===== config.mk =====
export PLATFORM = sky130hd
export DESIGN_NAME = gmii_tx_framer
export DESIGN_NICKNAME = d
export VERILOG_FILES = /design/src/rtl/gmii_pkg.sv /design/src/rtl/crc32_d8.sv /design/src/rtl/gmii_tx_framer.sv
export SDC_FILE = /design/constraint.sdc
export NUM_CORES = 1
export LEC_CHECK = 0
export ABC_AREA = 1
export CORE_MARGIN = 1.5
export CORE_UTILIZATION = 30
export DETAILED_ROUTE_END_ITERATION = 10
export PLACE_DENSITY_LB_ADDON = 0.15
export SYNTH_ARGS = -nofsm -noshare
export SYNTH_HDL_FRONTEND = slang
export SYNTH_SLANG_ARGS = --single-unit

===== constraint.sdc =====
create_clock -name tx_clk -period 2.1 [get_ports tx_clk]
set_input_delay 0.315 -clock tx_clk [delete_from_list [all_inputs] [get_ports tx_clk]]
set_output_delay 0.315 -clock tx_clk [all_outputs]
set_load 0.01 [all_outputs]

===== src/rtl/gmii_pkg.sv =====
// Shared GMII constants, FSM state encoding and transmit beat payload.
package gmii_pkg;

  localparam logic [7:0]  GMII_PREAMBLE   = 8'h55;
  localparam logic [7:0]  GMII_SFD        = 8'hD5;
  localparam logic [31:0] CRC32_POLY_REFL = 32'hEDB88320;
  localparam logic [31:0] CRC32_INIT      = 32'hFFFFFFFF;

  localparam int unsigned BYTE_CNT_W = 11;
  localparam int unsigned CYC_CNT_W  = 8;

  typedef enum logic [2:0] {
    IDLE,
    PRE,
    SFD,
    DATA,
    PAD,
    FCS,
    IFG
  } tx_state_e;

  typedef struct packed {
    logic [7:0] data;
    logic       en;
    logic       er;
  } gmii_tx_t;

endpackage


===== src/rtl/crc32_d8.sv =====
// Combinational bytewise reflected CRC-32 step (LSB of data first).
module crc32_d8
  import gmii_pkg::*;
(
  input  logic [31:0] crc_in,
  input  logic [7:0]  data,
  output logic [31:0] crc_out_c
);

  logic [31:0] c;

  always_comb begin
    c = crc_in ^ {24'h000000, data};
    for (int i = 0; i < 8; i++) begin
      c = c[0] ? ((c >> 1) ^ CRC32_POLY_REFL) : (c >> 1);
    end
    crc_out_c = c;
  end

endmodule


===== src/rtl/gmii_tx_framer.sv =====
// GMII transmit framer: preamble/SFD, payload, zero pad, CRC-32 FCS, inter-frame gap.
module gmii_tx_framer
  import gmii_pkg::*;
#(
  parameter int unsigned PREAMBLE_BYTES  = 7,
  parameter int unsigned MIN_FRAME_BYTES = 60,
  parameter int unsigned IFG_BYTES       = 12
) (
  input  logic       tx_clk,
  input  logic       tx_reset_n,
  input  logic       link_up,
  input  logic [7:0] s_data,
  input  logic       s_valid,
  input  logic       s_last,
  input  logic       s_error,
  output logic       s_ready,
  output logic [7:0] txd,
  output logic       tx_en,
  output logic       tx_er,
  output logic       frame_done,
  output logic       underrun
);

  tx_state_e             state, state_d;
  logic [CYC_CNT_W-1:0]  cyc_cnt, cyc_cnt_d;
  logic [BYTE_CNT_W-1:0] byte_cnt, byte_cnt_d;
  logic [31:0]           crc, crc_d, crc_next_c, fcs_c;
  logic [7:0]            crc_data;
  logic                  done_pend, done_pend_d;
  logic                  frame_done_d, underrun_d;
  logic                  byte_cnt_max;
  gmii_tx_t              tx_q, tx_d;

  crc32_d8 u_crc (
    .crc_in    (crc),
    .data      (crc_data),
    .crc_out_c (crc_next_c)
  );

  assign s_ready      = (state == DATA);
  assign byte_cnt_max = &byte_cnt;
  assign crc_data     = (state == DATA) ? s_data : 8'h00;
  assign fcs_c        = ~crc;

  // Next-state and next-output decode; outputs land on the pins one cycle later.
  always_comb begin
    state_d      = state;
    cyc_cnt_d    = cyc_cnt;
    byte_cnt_d   = byte_cnt;
    crc_d        = crc;
    done_pend_d  = 1'b0;
    tx_d         = '0;
    frame_done_d = 1'b0;
    underrun_d   = 1'b0;
    unique case (state)
      IDLE: begin
        if (s_valid && link_up) state_d = PRE;
      end
      PRE: begin
        tx_d.data = GMII_PREAMBLE;
        tx_d.en   = 1'b1;
        cyc_cnt_d = cyc_cnt + 1'b1;
        if (32'(cyc_cnt) + 32'd1 >= PREAMBLE_BYTES) begin
          cyc_cnt_d = '0;
          state_d   = SFD;
        end
      end
      SFD: begin
        tx_d.data = GMII_SFD;
        tx_d.en   = 1'b1;
        state_d   = DATA;
      end
      DATA: begin
        tx_d.en = 1'b1;
        if (s_valid) begin
          tx_d.data = s_data;
          tx_d.er   = s_error;
          crc_d     = crc_next_c;
          if (!byte_cnt_max) byte_cnt_d = byte_cnt + 1'b1;
          if (s_last) begin
            state_d = (32'(byte_cnt) + 32'd1 < MIN_FRAME_BYTES) ? PAD : FCS;
          end
        end else begin
          // Starved mid-frame: poison the frame in-band and drop the FCS.
          tx_d.er    = 1'b1;
          underrun_d = 1'b1;
          state_d    = IFG;
        end
      end
      PAD: begin
        tx_d.en = 1'b1;
        crc_d   = crc_next_c;
        if (!byte_cnt_max) byte_cnt_d = byte_cnt + 1'b1;
        if (32'(byte_cnt) + 32'd1 >= MIN_FRAME_BYTES) state_d = FCS;
      end
      FCS: begin
        tx_d.data = 8'(fcs_c >> {cyc_cnt[1:0], 3'b000});
        tx_d.en   = 1'b1;
        cyc_cnt_d = cyc_cnt + 1'b1;
        if (cyc_cnt[1:0] == 2'd3) begin
          cyc_cnt_d   = '0;
          done_pend_d = 1'b1;
          state_d     = IFG;
        end
      end
      IFG: begin
        crc_d        = CRC32_INIT;
        byte_cnt_d   = '0;
        frame_done_d = done_pend;
        cyc_cnt_d    = cyc_cnt + 1'b1;
        if (32'(cyc_cnt) + 32'd1 >= IFG_BYTES) begin
          cyc_cnt_d = '0;
          state_d   = IDLE;
        end
      end
      default: state_d = IDLE;
    endcase
  end

  always_ff @(posedge tx_clk or negedge tx_reset_n) begin
    if (!tx_reset_n) begin
      state      <= IDLE;
      cyc_cnt    <= '0;
      byte_cnt   <= '0;
      crc        <= CRC32_INIT;
      done_pend  <= 1'b0;
      tx_q       <= '0;
      frame_done <= 1'b0;
      underrun   <= 1'b0;
    end else begin
      state      <= state_d;
      cyc_cnt    <= cyc_cnt_d;
      byte_cnt   <= byte_cnt_d;
      crc        <= crc_d;
      done_pend  <= done_pend_d;
      tx_q       <= tx_d;
      frame_done <= frame_done_d;
      underrun   <= underrun_d;
    end
  end

  assign txd   = tx_q.data;
  assign tx_en = tx_q.en;
  assign tx_er = tx_q.er;

endmodule


==> flow_summary_export.csv <==
group,metric,value,unit
routing,m1WireLength,6527,um
power,swShare,0.4869,
setup_path,cp_max_fo,18,
synth,synth-seq-area-share,0.3737,
setup_path,critPathLaunchType,"flip-flop",
routing,drtIter0Drc,294,
global_route,grt.overflow.total,0,
synth,netlist_top_cells_count,"180 x nand2_1, 92 x inv_1, 57 x nand3_1",
synth,synth-seq-cells,67,
clock_tree,numCtsBuffers,9,
cells_and_area,final_nets,747,
cells_and_area,fin_cells,922,
timing,worstMarginPinSlew,0.4109,ns
run,drv_cap,0,
timing,whs,0.4713,ns
clock_tree,clock_sinks,67,
synth,ys.flop_type,"dfrtp_1",
routing,drtAntennaViolNets,0,
floorplan,die_h,126.7,um
setup_path,endpoint,"s_ready",
synth,synth_most_common_cell,"nand2_1",
setup_path,worst_r2r_path_depth,9,
timing,relSlewSlack,0.7258,
place,place_congestion,0.9141,
global_route,grt_max_degree,68,
global_route,grt_usage,0.1825,
place,place_hpwl,10510,um
setup_path,cp.required,1.78,ns
power,ir_drop,582.8,uV
clock_tree,cts_max_level,3,
synth,synth_fa_ha_area_frac,0.01090,
routing,routed_wl,14020,um
floorplan,fp.coreArea,0.01509,mm^2
power,combPwrFrac,0.656,
routing,viasPerCell,4.881,
synth,ys_top_cells_by_area,"dfrtp_1 19%, dfstp_2 18%, nand2_1 15%",
cells_and_area,multi_input_area,0.002529,mm^2
global_route,grt_pass1_vias,4310,
synth,synth_top_area_share,0.1907,
routing,maxUsedRoutingLayer,"met4",
timing,fin_crit,1.977,ns
timing,slew_viol_final,0,
power,total_power,11.41,mW
synth,synthMuxAreaShare,0,
power,seq_power_share,0.220,
power,power_switching,5.553,mW
clock_tree,cts_tree,"yes",
floorplan,io-pin-count,27,
timing,fin_worst_skew,0.01049,ns
synth,yosys.area_share.simple,0.3138,
cells_and_area,fin_util,0.3877,
synth,synth_edf_count,0,
synth,synth_top_family_by_area,"simple AND/OR/NAND/NOR gates",
place,port_buffers,26,
clock_tree,clkLatencyLatePin,0.35,ns
synth,synth-compound-area-share,0.1308,
synth,ys.warnings.count,0,
setup_path,worstReg2RegStart,"state[2]$_DFFE_PN0P_",
setup_path,worstReg2RegEnd,"crc[13]$_DFFE_PN1P_",
timing,hold_viol_final,0,
routing,vias,4500,
floorplan,start_util,0.3044,
power,pwr-share-clk,0.123,
synth,yosysUniqueCellTypes,39,
synth,syn-instance-count,649,
floorplan,die_area,0.01606,mm^2
power,p_leak,2.863,nW
synth,post-synth-top-area-cell,"dfrtp_1",
cells_and_area,final-seq-area,0.001718,mm^2
routing,drc_errors,0,
synth,synth_xor_area_frac,0.07573,
synth,netlist_area,0.004593,mm^2
synth,async_flop_share,1.000,
global_route,antenna_found_initial,0,
power,p_per_area,1949,mW/mm^2
timing,tns,0,ns
setup_path,worstPathArrival,1.66,ns
run_status,status,"finished, final reports clean",
setup_path,worstSetupPathType,"flip-flop to output port",
routing,detail_route.first_pass.iterations,4,
timing,fmax,505.8,MHz
clock_tree,root_buffer,"clkbuf_16",
cells_and_area,antenna_cells,0,
setup_path,ff2ff_setup_slack,0.14,ns
synth,syn-mean-instance-area,7.077,um^2
routing,met3_wirelength,474,um
routing,wl_met2,6834,um
floorplan,rows,45,
place,dpl_worst_slack,-0.1996,ns
cells_and_area,fillers,1610,
setup_path,crit_start,"state[2]$_DFFE_PN0P_",
clock_tree,cts_buffer_depth,2,
power,intPower,5.852,mW
timing,timing.final.ws_setup,0.1228,ns
worst_hold_path,hold_class,"flip-flop to flip-flop",
routing,wl_per_cell,15.20,um
floorplan,die_width,126.7,um
cells_and_area,syn_to_final_growth,27.38,%
cells_and_area,drive_gt1_frac,0.2084,
setup_path,critical_path.endpoint_type,"output port",
clock_tree,cts.clk_slew.worst_paths,0.06,ns
place,placed_area,0.005470,mm^2
timing,post-route-period-util,0.9415,
timing,setup_violations,0,
cells_and_area,post-route-cell-area,0.005851,mm^2
synth,syn-num-nets,667,
place,dp.cells,904,
global_route,grt_pass1_wl,22610,um
## cell usage in the layout (no fill, tap or decap), drive strengths merged, types with 5 or more instances in the layout
cell,instances
buf,56
inv,96
clkdlybuf4s50,25
clkbuf,9
clkinv,8
nand3,58
xor2,36
dfrtp,35
nand4,12
nor2,50
a21oi,13
o22ai,28
dfstp,32
nand2,199
a31oi,5
o211ai,7
o21ai,37
## kinds of logic after synthesis
kind of cell / count (synthesis)
and+or+nand+nor: 328
buffers and inverters: 111
AOI/OAI and AO/OA: 101
DFF: 67
xor gates and xnor gates: 38
adders and majority gates: 4
## how the worst min path moves through the flow
| stage | from | end | slack [ns] | cells after the start |
|---|---|---|---|---|
| global placement | tx_reset_n | byte_cnt[6]$_DFFE_PN0P_ | 0.37 | 2 |
| CTS | done_pend$_DFF_PN0_ | frame_done$_DFF_PN0_ | 0.48 | 2 |
| global route | done_pend$_DFF_PN0_ | frame_done$_DFF_PN0_ | 0.50 | 2 |
| finish | done_pend$_DFF_PN0_ | frame_done$_DFF_PN0_ | 0.47 | 2 |
| detailed placement | tx_reset_n | byte_cnt[8]$_DFFE_PN0P_ | 0.37 | 2 |
| floorplan | tx_reset_n | byte_cnt[0]$_DFFE_PN0P_ | 0.02 | 0 |
## worst max-delay path, cell delays in order, from the launching register on
cell,delay [ns]
dfrtp_2,0.46
nor2_4,0.14
buf_12,0.16
clkdlybuf4s50_1,0.54
## layer usage
metal | up-vias | track usage
li1 | 2262 | -
met1 | 2162 | 0.2344
met2 | 60 | 0.3034
met3 | 16 | 0.04133
met4 | 0 | 0.06217
met5 | - | 0
## power groups by stage
stage	clock, mW	sequential, mW	combinational (mW)
floorplan	0	2.43	4.69
global placement	0	2.51	7.23
detailed placement	0	2.52	7.27
CTS	1.46	2.50	7.31
global route	1.50	2.59	8.33
finish	1.41	2.51	7.49
## registers in the layout, summed over array words and instances, names as in the netlist
name / count
underrun: 1
state: 3
cyc_cnt: 8
crc: 32
done_pend: 1
tx_en: 1
tx_er: 1
byte_cnt: 11
txd: 8
frame_done: 1
## what timing repair did
action / 4_1_cts / 5_1_grt
pin swaps: 0 / 1
buffers inserted: 0 / 1
setup endpoints to repair: 1 / 31
gates resized for setup: 1 / 23
endpoints found under the hold margin: 3 / 0
hold buffers: 1 / 0
## area by class of cell
| type | count | share of cell area |
|---|---|---|
| well taps | 188 | 0.04021 |
| repair buffers | 82 | 0.1245 |
| clock inverters | 7 | 0.007699 |
| inverters | 98 | 0.06330 |
| clock buffers | 9 | 0.03849 |
| multi-input cells | 471 | 0.4322 |
| flip-flops and latches | 67 | 0.2936 |
(Power assumes the default switching activity.)
==> edit, RTL diff (same settings) <==
Set the package constant `BYTE_CNT_W` to 22 (it was 11).
--- a/src/rtl/gmii_pkg.sv
+++ b/src/rtl/gmii_pkg.sv
@@ -7,5 +7,5 @@
   localparam logic [31:0] CRC32_INIT      = 32'hFFFFFFFF;
 
-  localparam int unsigned BYTE_CNT_W = 11;
+  localparam int unsigned BYTE_CNT_W = 22;
   localparam int unsigned CYC_CNT_W  = 8;
 
Behaviour: same outputs for any inputs over 10 cycles, from zero or initial values and one cycle with tx_reset_n low; that may be too few to reach the edited logic, so the function may still have changed.
==> edit against the original RTL <==
Count of clock-buffer cells in the layout is the same; worst hold slack lost 41 ps; synthesized cell count grew 23%; clock power grew 5%; combinational power grew 14%; setup slack lost 38 ps; wire length grew 24%; final area grew 23%; sequential cell count grew 11; synthesized area grew 21%; total power grew 13%; first-iteration DRC count grew 4.4%; global-route usage is essentially flat.
==> edit: results (changes against the original RTL) <==
[outcome]
status=finished, final reports clean

[routing]
drt_iter0_drc=307  ; +4.4%
wl_met3_microns=464  ; -2.1%
drt_first_pass_iters=5  ; +1
wl_met2_mm=8.29  ; +21%
routedWlPerCell_microns=15.3  ; +0.55%

[timing]
clock_skew_ps=6.42  ; -4.07 ps
whs_ps=430  ; -40.9 ps

[final_layout]
largest_registers=crc (32), byte_cnt (22)
nonClkBufAreaFrac_pct=13.4  ; +0.95 points
drive_above_1_share_pct=23.4  ; +2.5 points
clk_share_pct=3.69  ; -0.93 points
signal_buffers=107  ; +30%
inv_count=126  ; +29%
fin_area_sq_um=7220  ; +23%
multi_input_area_share_pct=44.7  ; +1.5 points

[min_path]
hp-class=primary input to async pin

[pwr]
pwr-share-comb_pct=66.3  ; +0.7 points
p_seq_uw=2880  ; +15%
pwr-share-clk_pct=11.4  ; -0.9 points

[global_routing]
met3_usage_pct=2.24  ; -1.9 points
grt_pass1_wl_mm=27.7  ; +23%
grt_max_degree=53  ; -22%
grt_util_met2_pct=30.1  ; -0.28 points

[placed_design]
gp_congestion=0.878  ; -4.0%
place_hpwl_mm=12.8  ; +22%

[yosys]
synth.distinct_cells=43  ; +10%
syn_nets=819  ; +23%
synthTopCellsByArea=dfrtp_1 21%, nand2_1 15%, dfstp_2 15%, inv_1 7.6%, nand3_1 6.3%
netlist_instances=801  ; +23%

[setup_path]
path_class=flop to flop
cp_slowest_cell=dfrtp_1
ff2ff_path_depth=12  ; +3
critPathMaxFanout=7  ; -11

-- edit: changes by cell type after synthesis, sizes merged, moves of 3 or more --
| cell | delta |
|---|---|
| o21ai | +12 |
| a31oi | -5 |
| a21oi | +13 |
| inv | +28 |
| clkbuf | +6 |
| o22ai | -3 |
| dfrtp | +11 |
| nor2 | +35 |
| nand4 | -4 |
| nand3 | +16 |
| nand2 | +37 |
-- edit: logic make-up after synthesis --
logic type,after synthesis,share of synthesized area (%)
xor+xnor,41,8.23
simple gates,413,31.9
buf+inv,143,10.3
fa+ha+maj,4,0.902
compound gates,122,12.8
flops,78,35.9
-- edit: timing repair --
action | CTS | global route
buffers inserted | 0 | 15
endpoints found under the hold margin | 26 | 0
hold buffers | 1 | 0
gates resized for setup | 2 | 68
pin swaps | 1 | 27
setup endpoints to repair | 3 | 24
